`src/rtl/lsu_pkg.sv`:
```
// lsu_pkg: mem_op encodings, access sizes and controller states shared by the LSU files.
package lsu_pkg;
    localparam logic [2:0] MEM_B  = 3'b000;
    localparam logic [2:0] MEM_H  = 3'b001;
    localparam logic [2:0] MEM_W  = 3'b010;
    localparam logic [2:0] MEM_BU = 3'b100;
    localparam logic [2:0] MEM_HU = 3'b101;
    localparam logic [1:0] SZ_B = 2'd0;
    localparam logic [1:0] SZ_H = 2'd1;
    localparam logic [1:0] SZ_W = 2'd2;
    typedef enum logic [1:0] {IDLE, REQ, WAIT, DONE} state_e;
    // Reserved funct3 codes (011/110/111) fall through to word size.
    function automatic logic [1:0] op_size(input logic [1:0] lo);
        return lo == 2'b00 ? SZ_B : lo == 2'b01 ? SZ_H : SZ_W;
    endfunction
endpackage

```
`src/rtl/lsu_ctrl_if.sv`:
```
// lsu_ctrl_if: req/gnt/rvalid data-memory bus between the LSU (master) and memory (slave).
interface lsu_ctrl_if #(parameter int ADDR_W = 32) ();
    logic              req;
    logic              we;
    logic [ADDR_W-1:0] addr;
    logic [3:0]        be;
    logic [31:0]       wdata;
    logic              gnt;
    logic              rvalid;
    logic [31:0]       rdata;
    modport master (output req, we, addr, be, wdata, input gnt, rvalid, rdata);
    modport slave (input req, we, addr, be, wdata, output gnt, rvalid, rdata);
endinterface

```
`src/rtl/lsu_load_fmt.sv`:
```
// lsu_load_fmt: selects the addressed lane of a read word and sign/zero-extends it.
module lsu_load_fmt
    import lsu_pkg::*;
(
    input  logic [31:0] rdata,
    input  logic [1:0]  off,
    input  logic [2:0]  op,
    output logic [31:0] res
);
    logic [31:0] sh;
    logic [1:0]  sz;
    logic        sgn;
    assign sh  = rdata >> {off, 3'b000};
    assign sz  = op_size(op[1:0]);
    assign sgn = ~op[2];
    assign res = sz == SZ_B ? {{24{sgn & sh[7]}}, sh[7:0]} :
                 sz == SZ_H ? {{16{sgn & sh[15]}}, sh[15:0]} : rdata;
endmodule

```
`src/rtl/lsu_ctrl.sv`:
```
// lsu_ctrl: MEM-stage load/store controller; one bus transaction per instruction, stalls the pipe meanwhile.
module lsu_ctrl
    import lsu_pkg::*;
#(
    parameter int ADDR_W = 32
) (
    input  logic              clk_i,
    input  logic              reset_ni,
    input  logic [ADDR_W-1:0] addr_i,
    input  logic [31:0]       st_data_i,
    input  logic [2:0]        mem_op_i,
    input  logic              mem_wren_i,
    input  logic              is_load_i,
    output logic              stall_o,
    output logic [31:0]       ld_data_o,
    output logic              misalign_o,
    lsu_ctrl_if.master        dmem
);
    state_e      state_q, state_d;
    logic [31:0] ld_q, fmt;
    logic [1:0]  sz, off;
    logic        access, mis, go, req;
    assign off    = addr_i[1:0];
    assign sz     = op_size(mem_op_i[1:0]);
    assign access = is_load_i | mem_wren_i;
    assign mis    = (sz == SZ_H && off[0]) || (sz == SZ_W && off != 2'b00);
    // Gating with reset drops the request the moment reset asserts, even with stale inputs.
    assign go         = reset_ni & access & ~mis;
    assign misalign_o = reset_ni & access & mis;
    always_comb begin
        state_d = state_q;
        req     = 1'b0;
        stall_o = 1'b0;
        unique case (state_q)
            IDLE, REQ: begin
                req     = go;
                stall_o = go;
                state_d = !go ? IDLE : dmem.gnt ? (mem_wren_i ? DONE : WAIT) : REQ;
            end
            WAIT: begin
                stall_o = 1'b1;
                state_d = dmem.rvalid ? DONE : WAIT;
            end
            default: state_d = IDLE;
        endcase
    end
    assign dmem.req   = req;
    assign dmem.we    = req & mem_wren_i;
    assign dmem.addr  = {addr_i[ADDR_W-1:2], 2'b00};
    assign dmem.be    = !req ? 4'b0000 : sz == SZ_B ? 4'b0001 << off : sz == SZ_H ? 4'b0011 << off : 4'b1111;
    assign dmem.wdata = sz == SZ_B ? {4{st_data_i[7:0]}} : sz == SZ_H ? {2{st_data_i[15:0]}} : st_data_i;
    lsu_load_fmt u_fmt (.rdata(dmem.rdata), .off(off), .op(mem_op_i), .res(fmt));
    always_ff @(posedge clk_i or negedge reset_ni) begin
        if (!reset_ni) begin
            state_q <= IDLE;
            ld_q    <= '0;
        end else begin
            state_q <= state_d;
            if (state_q == WAIT && dmem.rvalid) ld_q <= fmt;
        end
    end
    assign ld_data_o = ld_q;
endmodule

```
`src/flat_wrapper.sv`:
```
// flat-port wrapper written by rule: the top's interface ports become plain ports
module lsu_ctrl_flat import lsu_pkg::*;
#(
    parameter int ADDR_W = 32
)
  (clk_i, reset_ni, addr_i, st_data_i, mem_op_i, mem_wren_i, is_load_i, stall_o, ld_data_o, misalign_o, dmem_req, dmem_we, dmem_addr, dmem_be, dmem_wdata, dmem_gnt, dmem_rvalid, dmem_rdata);
  lsu_ctrl_if #(.ADDR_W(ADDR_W)) dmem_i ();
  input  logic clk_i;
  input  logic reset_ni;
  input  logic [ADDR_W-1:0] addr_i;
  input  logic [31:0] st_data_i;
  input  logic [2:0] mem_op_i;
  input  logic mem_wren_i;
  input  logic is_load_i;
  output logic stall_o;
  output logic [31:0] ld_data_o;
  output logic misalign_o;
  output wire logic [$bits(dmem_i.req)-1:0] dmem_req;
  output wire logic [$bits(dmem_i.we)-1:0] dmem_we;
  output wire logic [$bits(dmem_i.addr)-1:0] dmem_addr;
  output wire logic [$bits(dmem_i.be)-1:0] dmem_be;
  output wire logic [$bits(dmem_i.wdata)-1:0] dmem_wdata;
  input wire logic [$bits(dmem_i.gnt)-1:0] dmem_gnt;
  input wire logic [$bits(dmem_i.rvalid)-1:0] dmem_rvalid;
  input wire logic [$bits(dmem_i.rdata)-1:0] dmem_rdata;
  assign dmem_req = dmem_i.req;
  assign dmem_we = dmem_i.we;
  assign dmem_addr = dmem_i.addr;
  assign dmem_be = dmem_i.be;
  assign dmem_wdata = dmem_i.wdata;
  assign dmem_i.gnt = dmem_gnt;
  assign dmem_i.rvalid = dmem_rvalid;
  assign dmem_i.rdata = dmem_rdata;
  lsu_ctrl #(.ADDR_W(ADDR_W)) u_core (.clk_i(clk_i), .reset_ni(reset_ni), .addr_i(addr_i), .st_data_i(st_data_i), .mem_op_i(mem_op_i), .mem_wren_i(mem_wren_i), .is_load_i(is_load_i), .stall_o(stall_o), .ld_data_o(ld_data_o), .misalign_o(misalign_o), .dmem(dmem_i));
endmodule
```
`config.mk`:
```
export PLATFORM = sky130hd
export DESIGN_NAME = lsu_ctrl_flat
export DESIGN_NICKNAME = d
export VERILOG_FILES = /design/src/rtl/lsu_pkg.sv /design/src/rtl/lsu_ctrl_if.sv /design/src/rtl/lsu_load_fmt.sv /design/src/rtl/lsu_ctrl.sv /design/src/flat_wrapper.sv
export SDC_FILE = /design/constraint.sdc
export NUM_CORES = 1
export LEC_CHECK = 0
export BUFFER_PORTS_ARGS = -buffer_cell sky130_fd_sc_hd__clkbuf_2
export CAP_MARGIN = 20
export CORE_UTILIZATION = 35
export DETAILED_ROUTE_END_ITERATION = 12
export GPL_TIMING_DRIVEN = 0
export PLACE_DENSITY = 0.72
export SYNTH_ARGS = -nofsm -noshare
export SYNTH_HDL_FRONTEND = slang
export SYNTH_SLANG_ARGS = --single-unit
```
`constraint.sdc`:
```
create_clock -name clk_i -period 2.95 [get_ports clk_i]
set_clock_uncertainty 0.15 [all_clocks]
set_input_delay 0.4425 -clock clk_i [delete_from_list [all_inputs] [get_ports clk_i]]
set_output_delay 0.4425 -clock clk_i [all_outputs]
set_load 0.05 [all_outputs]
```
==> Word-level counts from Yosys, hierarchy flattened <==
Index checks and enable logic that the tools add are counted.
{ "word_totals": {"inputBits": 105, "register_bits": 34} }
{ "classes": {"eq_ne": 5, "bitwise": 9, "n_mux": 16, "reduce_logical": 9, "shift": 3} }
{ "ops": {"columns": ["cell", "n"], "rows": [
  ["$mux 32", 4],
  ["$shr 32x5->16", 1],
  ["$mux 4", 3],
  ["$mux 2", 4],
  ["$and 1x1->1", 6],
  ["$eq 2x1->1 const B", 3],
  ["$logic_not 2->1", 3],
  ["$eq 2x2->1 const B", 2],
  ["$pmux 2 s2", 1],
  ["$shl 1x2->4 const A", 1],
  ["$shl 2x2->4 const A", 1],
  ["$logic_and 1x1->1", 3],
  ["$mux 1", 3],
  ["$not 1->1", 2],
  ["$pmux 1 s2", 1],
  ["$reduce_bool 2->1", 1],
  ["$reduce_or 2->1", 1],
  ["$logic_or 1x1->1", 1],
  ["$or 1x1->1", 1]
]} }

==> Logic depth before layout (Yosys ltp) <==
{ "logic_depth": {"ltp_word": 10, "depth_mapped": 8, "depth_no_buf": 6} }

==> Modules after synthesis <==
Synthesis repeated with hierarchy kept, for this count alone.
{ "hier_totals": {"cells_unflattened": 341, "hier_area_um2": 3016.6} }
{ "modules_own_cells": {"columns": ["module", "area_per_inst_um2", "n_inst", "seq_area_each_um2", "cells_each"], "rows": [
  ["lsu_ctrl", 2123.3, 1, 850.8, 188],
  ["lsu_load_fmt", 893.4, 1, 0.0, 153]
]} }

==> Least setup slack after synthesis <==
Ideal clock, no wire load.
{ "synth_path": {"kind": "input to output", "startpoint": "in addr_i[1]", "endpoint": "out dmem_be[1]", "slack_ns": -0.250, "required_time_ns": 2.358, "path_stages": 8, "arrival_ns": 2.607, "cell_sequence": "buf_4 -> clkbuf_1 -> inv_1 -> ha_1 -> nor2b_1 -> a21oi_1 -> nand2_1 -> a211oi_1"} }
{ "synth_via": {"elab_chain_len": 7} }
{ "synth_rtl": {"columns": ["element", "line", "text"], "rows": [
  ["start, declared", "flat_wrapper.sv:10", "input logic [ADDR_W-1:0] addr_i;"],
  ["$reduce_bool 2->1", "lsu_ctrl.sv:26", "assign mis = (sz == SZ_H && off[0]) || (sz == SZ_W && off != 2'b00);"],
  ["$logic_and 1x1->1", "lsu_ctrl.sv:26", null],
  ["$logic_or 1x1->1", "lsu_ctrl.sv:26", null],
  ["$not 1->1", "lsu_ctrl.sv:28", "assign go = reset_ni & access & ~mis;"],
  ["$and 1x1->1", "lsu_ctrl.sv:28", null],
  ["$mux 1", "lsu_ctrl.sv:34", "unique case (state_q)"],
  ["$mux 4 *", "lsu_ctrl.sv:50", "assign dmem.be = !req ? 4'b0000 : sz == SZ_B ? 4'b0001 << off : sz == SZ_H ? 4'b0011 << off : 4'b1111;"],
  ["end, declared", "flat_wrapper.sv:21", "output wire logic [$bits(dmem_i.be)-1:0] dmem_be;"]
]} }
Every way passes the cells marked *; elsewhere a longest branch is shown, timed or not.

==> Worst setup path after layout <==
Same ends and word-level chain as after synthesis.

==> impl_metrics.csv <==
group,metric,value,unit
run_status,status,"finished with violations",
run_status,violations,"negative hold slack",
timing,fin_crit_sh,96.3,%
setup_path,path_delay_family,"buffers and inverters",
setup_path,arrival,2.25,ns
place,portBuffers,175,
detailed_routing,vias,3103,
synthesis,synth_ff_type,"dfrtp_1",
final_layout,fin_nets,637,
timing,drv_slew,0,
timing,setup_violations,0,
detailed_routing,wl_met1,4060,µm
global_routing,grt_overflow,0,
floorplanning,row_count,31,
detailed_routing,drc,0,
synthesis,syn-instance-count,345,
global_routing,grt_max_degree,36,
clocking,cts_tree,"yes",
pwr,power,0.00298,W
floorplanning,coreArea,0.00741,mm²
floorplanning,num_io_pins,209,
pwr,leakage,2.16,nW
timing,timing.fmax,352,MHz
setup_path,cp_slowest_cell,"clkbuf_4",
floorplanning,die_w,90.5,µm
detailed_routing,first_pass_iters,4,
detailed_routing,initialDrtViolationCount,126,
synthesis,yosysMostFrequentCell,"nand2_1",
clocking,clock_path_buffers,2,
floorplanning,die-area,0.00818,mm²
clocking,cts_sinks,34,
timing,tns,0,ns
detailed_routing,routedWlPerCell,14.6,µm
timing,fin_crit,2.84,ns
synthesis,synthArstFlopShare,100,%
detailed_routing,wl_met2,4300,µm
floorplanning,start_util,37.0,%
detailed_routing,maxUsedRoutingLayer,"met4",
clocking,cts_root_buffer,"clkbuf_8",
synthesis,seq_area_frac_synth,31.1,%
clocking,post-cts-setup-buffers,0,
synthesis,syn_area,0.00274,mm²
final_layout,syn2layout_area_growth,40.6,%
synthesis,netlist.area_leader.share,31.1,%
synthesis,synth_top_family_by_area,"simple AND/OR/NAND/NOR gates",
setup_path,cp_cell_sequence,"clkbuf_2 -> buf_4 -> clkbuf_1 -> inv_1 -> ha_1 -> nor2b_1 -> a21oi_2 -> nand2_2 -> a211oi_2 -> clkbuf_4",
synthesis,synthDistinctLibCells,44,
synthesis,synth-compound-area-share,16.2,%
synthesis,synthSimpleGateAreaFrac,26.8,%
detailed_routing,antenna_left,0,
detailed_routing,wl_met3,667,µm
synthesis,synth_edf_count,0,
setup_path,start_kind,"input port",
synthesis,synth-seq-cells,34,
final_layout,final_layout_size_suffix_gt1_share,49.5,%
synthesis,synth_mux_area_share,7.40,%
hold_path,hp-class,"in2async",
setup_path,end_kind,"output pin",
setup_path,critPathBufInv,5,
clocking,cts_htree_levels,2,
global_routing,antenna_found_initial,0,
detailed_routing,vias_per_cell,4.94,
timing,fin_ws,0.108,ns
timing,final-hold-violation-count,21,
place,placed_area,0.00375,mm²
final_layout,n_antenna_cell,0,
place,gp_congestion,0.925,
flow_run,maxCapViolCount,0,
synthesis,synthTopCellsByArea,"dfrtp_1, buf_4, nand2_1",
clocking,insertion_delay,0.28,ns
synthesis,synth_adder_area_share,1.83,%
final_layout,fillers,761,
synthesis,synth_xor_area_share,0,%
synthesis,ys.warnings.count,0,
global_routing,grt_usage,21.7,%
pwr,powerDensity,775,mW/mm²
place,dp_hpwl,7410,µm
final_layout,design_area,0.00385,mm²
pwr,vdd_ir_drop_max,0.641,mV
timing,whs,-0.0104,ns
setup_path,critical_path_class,"in2out",
setup_path,max_stage_delay,0.28,ns
timing,rsz0062_at_grt,"no",
timing,max_slew_margin,59.9,%
synthesis,synth_common_cells,"nand2_1, buf_4, dfrtp_1",
timing,tightest_slew,0.600,ns
floorplanning,die_h,90.5,µm
setup_path,crit_fanout,10,
clocking,clk_pin_slew_worst_paths,0.07,ns
clocking,numCtsBuffers,5,
place,pre_cts_ws,-0.119,ns
synthesis,yosysTopAreaCell,"dfrtp_1",
synthesis,synth.avg_cell_area,7.94,µm²
detailed_routing,wirelength,9140,µm
setup_path,cp.required,2.36,ns
global_routing,grt_pass1_vias,2870,
global_routing,grt_pass1_wl,14400,µm
[layout by cell type, fill, tap and decap left out, types with 10 or more instances in the layout]
cell and count:
clkbuf_1 13, a21oi_1 11, nand3_1 28, nor2_1 14, nand3_2 10, nand2_1 61
dfrtp_1 34, o21ai_0 32, buf_4 42, clkbuf_2 174
[worst paths after layout]
kind                       cells after the start           startpoint                   end  slack (ns)
max in group asynchronous                      1             reset_ni     u_core.state_q[1]        2.32
min in group clk_i                             3             dmem_gnt     u_core.state_q[1]        0.24
min reg2reg                                    2  u_core.ld_data_o[4]   u_core.ld_data_o[4]        0.33
max reg2reg                                    5    u_core.state_q[0]  u_core.ld_data_o[28]        1.01
min                                            1             reset_ni  u_core.ld_data_o[26]       -0.01
max                                           10            addr_i[1]            dmem_be[1]        0.11
[sequential cells by signal, summed over array words and instances (netlist names)]
name              cells
u_core.state_q        2
u_core.ld_data_o     32
[report_power, final]
part           leakage [nW]  switching [W]  internal (W)
logic                  1.69        0.00140      0.000441
clock network        0.0482       0.000160      0.000188
registers             0.418       0.000117      0.000674
[cell type report]
cell class	instances	area (µm²)	share of cell area [%]
Clock buffer	7	86.3	2.24
Tap cell	99	124	3.22
Multi-Input combinational cell	238	1450	37.7
Clock inverter	1	5.00	0.130
Timing Repair Buffer	175	881	22.9
Inverter	9	33.8	0.877
Buffer	65	419	10.9
Sequential cell	34	851	22.1
[stage by stage]
step | utilization [%] | cells
5_1_grt | 52.0 | 628
3_5_place_dp | 50.6 | 620
4_1_cts | 51.9 | 628
3_3_place_gp | 50.6 | 620
6_report | 52.0 | 628
2_1_floorplan | - | 346
[kinds of logic (layout without fill, tap and decap cells)]
logic type               after synthesis  in the layout
AO/OA/AOI/OAI                         71             71
adder cells (fa/ha/maj)                4              4
buffers and inverters                 74            257
flip-flops                            34             34
multiplexers                          18             18
other                                  1              2
AND/OR/NAND/NOR                      143            143
[per-layer routing]
layer | up-vias | global-route usage (%)
met5 | - | 0
met4 | 0 | 4.57
met3 | 11 | 4.88
met2 | 139 | 35.4
met1 | 1439 | 29.1
li1 | 1514 | -
[worst register-to-register path, cell delays in order, from the launching register on]
cell and delay (ns):
dfrtp_1 0.35, nand2b_1 0.18, nor2_1 0.48, clkbuf_1 0.42, nand3_1 0.17, nand3_1 0.12
[what timing repair did]
action	4_1_cts	5_1_grt
setup endpoints to repair	1	3
endpoints found under the hold margin	0	0
hold buffers	0	0
resized for setup	3	1
Note: power is estimated with default switching activity, not from simulation.
